[config.mk]
export PLATFORM = sky130hd
export DESIGN_NAME = sat_counter
export DESIGN_NICKNAME = d
export VERILOG_FILES = /design/src/rtl/sat_counter.sv
export SDC_FILE = /design/constraint.sdc
export NUM_CORES = 1
export LEC_CHECK = 0
export ABC_AREA = 0
export CORE_MARGIN = 3
export CORE_UTILIZATION = 47
export CTS_CLUSTER_DIAMETER = 40
export DETAILED_ROUTE_END_ITERATION = 8
export HOLD_SLACK_MARGIN = 0.03
export PLACE_DENSITY_LB_ADDON = 0.15
export SKIP_CTS_REPAIR_TIMING = 1
export SLEW_MARGIN = 20
export SYNTH_ARGS = -nofsm -noshare
export SYNTH_HDL_FRONTEND = slang
export SYNTH_SLANG_ARGS = --single-unit
[constraint.sdc]
create_clock -name clock -period 1.85 [get_ports clock]
set_input_delay 0.37 -clock clock [delete_from_list [all_inputs] [get_ports clock]]
set_output_delay 0.37 -clock clock [all_outputs]
set_load 0.01 [all_outputs]
[src/rtl/sat_counter.sv]
// Saturating up-counter with synchronous reset/clear; clear wins over increment.
module sat_counter #(
  parameter int WIDTH = 16
) (
  input  logic             clock,
  input  logic             reset,
  input  logic             clear,
  input  logic             inc,
  output logic [WIDTH-1:0] count
);

  always_ff @(posedge clock) begin
    if (reset || clear) begin
      count <= '0;
    end else if (inc && (count != '1)) begin
      count <= count + 1'b1;
    end
  end

endmodule

==> flow_summary.toml <==
[synth]
synth_xor_area_share_pct = 3.10
syn_inst = 95
synthTopCellsByArea = "dfxtp_1, a21oi_1, a41o_1"
ys_warn_count = 0
ys_seq_area_share_pct = 37.8
yosysTopAreaCell = "dfxtp_1"
ys_ff_latch = 16
synth_compound_area_share_pct = 21.9
yosys.area_share.adder_pct = 1.48
syn-cell-area_um2 = 847
synth_fp_nets = 100
synth_cell_types = 30
synth_top_family_by_area = "simple AND/OR/NAND/NOR gates"
muxShareOfSynthArea_pct = 0
synthSimpleGateAreaFrac_pct = 33.8
synth_top_area_share_pct = 37.8
synth_area_per_cell_um2 = 8.92

[global_route]
grt_max_degree = 16
grt_usage_pct = 18.8
grt_pass1_vias = 843
grt_pass1_wl_um = 3560
antenna_found_initial = 0
grt-ovfl-total = 0

[placed_design]
port_buffers = 19
pre_cts_slack_ps = 0.615
place_hpwl_um = 1470
gp_congestion = 0.797

[cells_and_area]
final_cell_mix = "clkdlybuf4s50_1, dfxtp_1, a21oi_1, buf_4, nor2_1"
final_common_cell = "clkdlybuf4s50_1"
multi_input_comb_area_um2 = 510
diodes = 0
syn_to_final_growth_pct = 34.3
post-route-util_pct = 71.4
largest_reg_flops = 16
reg.largest.list = "count x16"
fillers = 137
regArea_um2 = 320
top_register = "count"
final_layout_size_suffix_gt1_share_pct = 14.8
nNetsFinal = 129

[sta]
finalSetupViolCount = 0
hold_slack_ps = 517
rsz0062_at_grt = "no"
slew_violations = 0
slew_headroom_pct = 79.1
worst_slew_pin_slew_ps = 312
min_period_ps = 1740
final.setup.worst_slack_ps = 113
final.period_utilization_pct = 93.9
fin_tns_setup_ps = 0
fin_worst_skew_ps = 2.67
finalHoldViolations = 0
timing.fmax_ghz = 0.576

[routing]
wl_met1_um = 938
dr.pass1.iters = 4
vias = 874
drt_iter0_markers = 35
wl_per_cell_um = 14.0
top_layer_used = "met4"
met2WireLength_um = 987
vias_per_cell = 5.99
drc = 0
postRouteAntennaNets = 0
wl_um = 2040
wl_met3_um = 85

[cts]
insertion_delay_ps = 280
cts.clk_slew.worst_paths_ps = 80
cts_buffers = 3
htreeDepth = 1
cts_tree = "yes"
cts.sinks = 16
clk_path_buf_depth = 2
clock-root-buffer = "clkbuf_4"

[min_path]
min_from = "count[1]"
worstHoldEndpoint = "count[1]"
holdPathStages = 2
hold_class = "reg -> reg"

[setup_path]
crit_chain = "clkdlybuf4s50_1"
reg2reg_to = "count[7]"
path_buf_inv = 1
crit_required_ps = 1480
startpoint_type = "flip-flop"
cp_max_fo = 10
worst_path_max_delay_cell = "clkdlybuf4s50_1"
slowest_delay_ps = 600
critPathCaptureType = "output pin"
criticalPathCategory = "reg -> out"
crit_family = "buffers and inverters"
r2r-start = "count[1]"
rr_worst_depth = 5
crit_arrival_ps = 1370
rrSetupSlack_ps = 150

[power]
intPower_uw = 438
vdd_drop_max_uv = 440
p_comb_share_pct = 6.1
power.switching_uw = 119
pwr-share-seq_pct = 62.3
power_density_mw_per_mm2 = 490
clkPwrFrac_pct = 31.7
sw_frac_of_total_pct = 21.3
p_total_uw = 557
cellLeakagePower_uw = 0.000415

[die]
rows = 14
chipHeight_um = 48.5
die-area_mm2 = 0.00235
start_util_pct = 53.1
io_pins = 20
core_mm2 = 0.00159
die_w_um = 48.5

[run]
cap_violations = 0

[status]
status = "finished, final reports clean"
[area by class of cell]
type                    instances  area share, %
clock buffers                   3           1.98
flip-flops and latches         16           28.2
inverters                       1          0.330
repair buffers                 27           22.0
well taps                      24           2.64
multi-input cells              75           44.9
[kinds of logic after synthesis]
logic type	count (synthesis)
DFF	16
and+or+nand+nor	44
AOI/OAI and AO/OA	27
buffers and inverters	4
adders and majority gates	1
xor gates and xnor gates	3
[cell usage after synthesis (all sizes together)]
master / number
o41ai: 1
nor2: 7
nand3: 5
and2: 2
and3: 1
xor2: 2
a21oi: 9
inv: 1
o211a: 1
nand4: 7
or3: 5
clkbuf: 3
a31oi: 3
dfxtp: 16
a211oi: 1
xnor2: 1
nand2: 6
a41o: 4
and4: 4
o31ai: 3
or4: 4
o21ai: 5
or2: 1
ha: 1
nor4: 1
nor3: 1
[how the worst max path moves through the flow]
stage	from	cells after the start	to	slack (ps)
after CTS	count[9]	1	count[9]	100
after global routing	count[1]	5	count[5]	50
after detailed placement	inc	5	count[6]	0.6
after global placement	inc	5	count[14]	50
after floorplan	count[0]	4	count[5]	180
final	count[9]	1	count[9]	110
[layer usage]
metal,vias up,global-route usage (%)
met1,411,23.6
met5,-,0
met3,4,3.07
li1,435,-
met2,24,31.2
met4,0,9.48
[power by group through the flow]
stage	Clock (uW)	Sequential [uW]	Combinational, uW
CTS	185	347	34.2
floorplan	0	356	13.0
global placement	0	355	33.1
global route	200	347	37.2
detailed placement	0	355	33.4
finish	176	347	33.9
[through the flow]
stage	std cells	area [um^2]
global route	146	1140
floorplan	95	847
CTS	146	1140
global placement	143	1110
detailed placement	143	1110
finish	146	1140
[worst min-delay path, delay by kind of cell, from the launching register on]
kind            cells  cell delay (ps)
compound gates      1               60
flops               1              350
simple gates        1               70
Note: power is estimated with default switching activity, not from simulation.
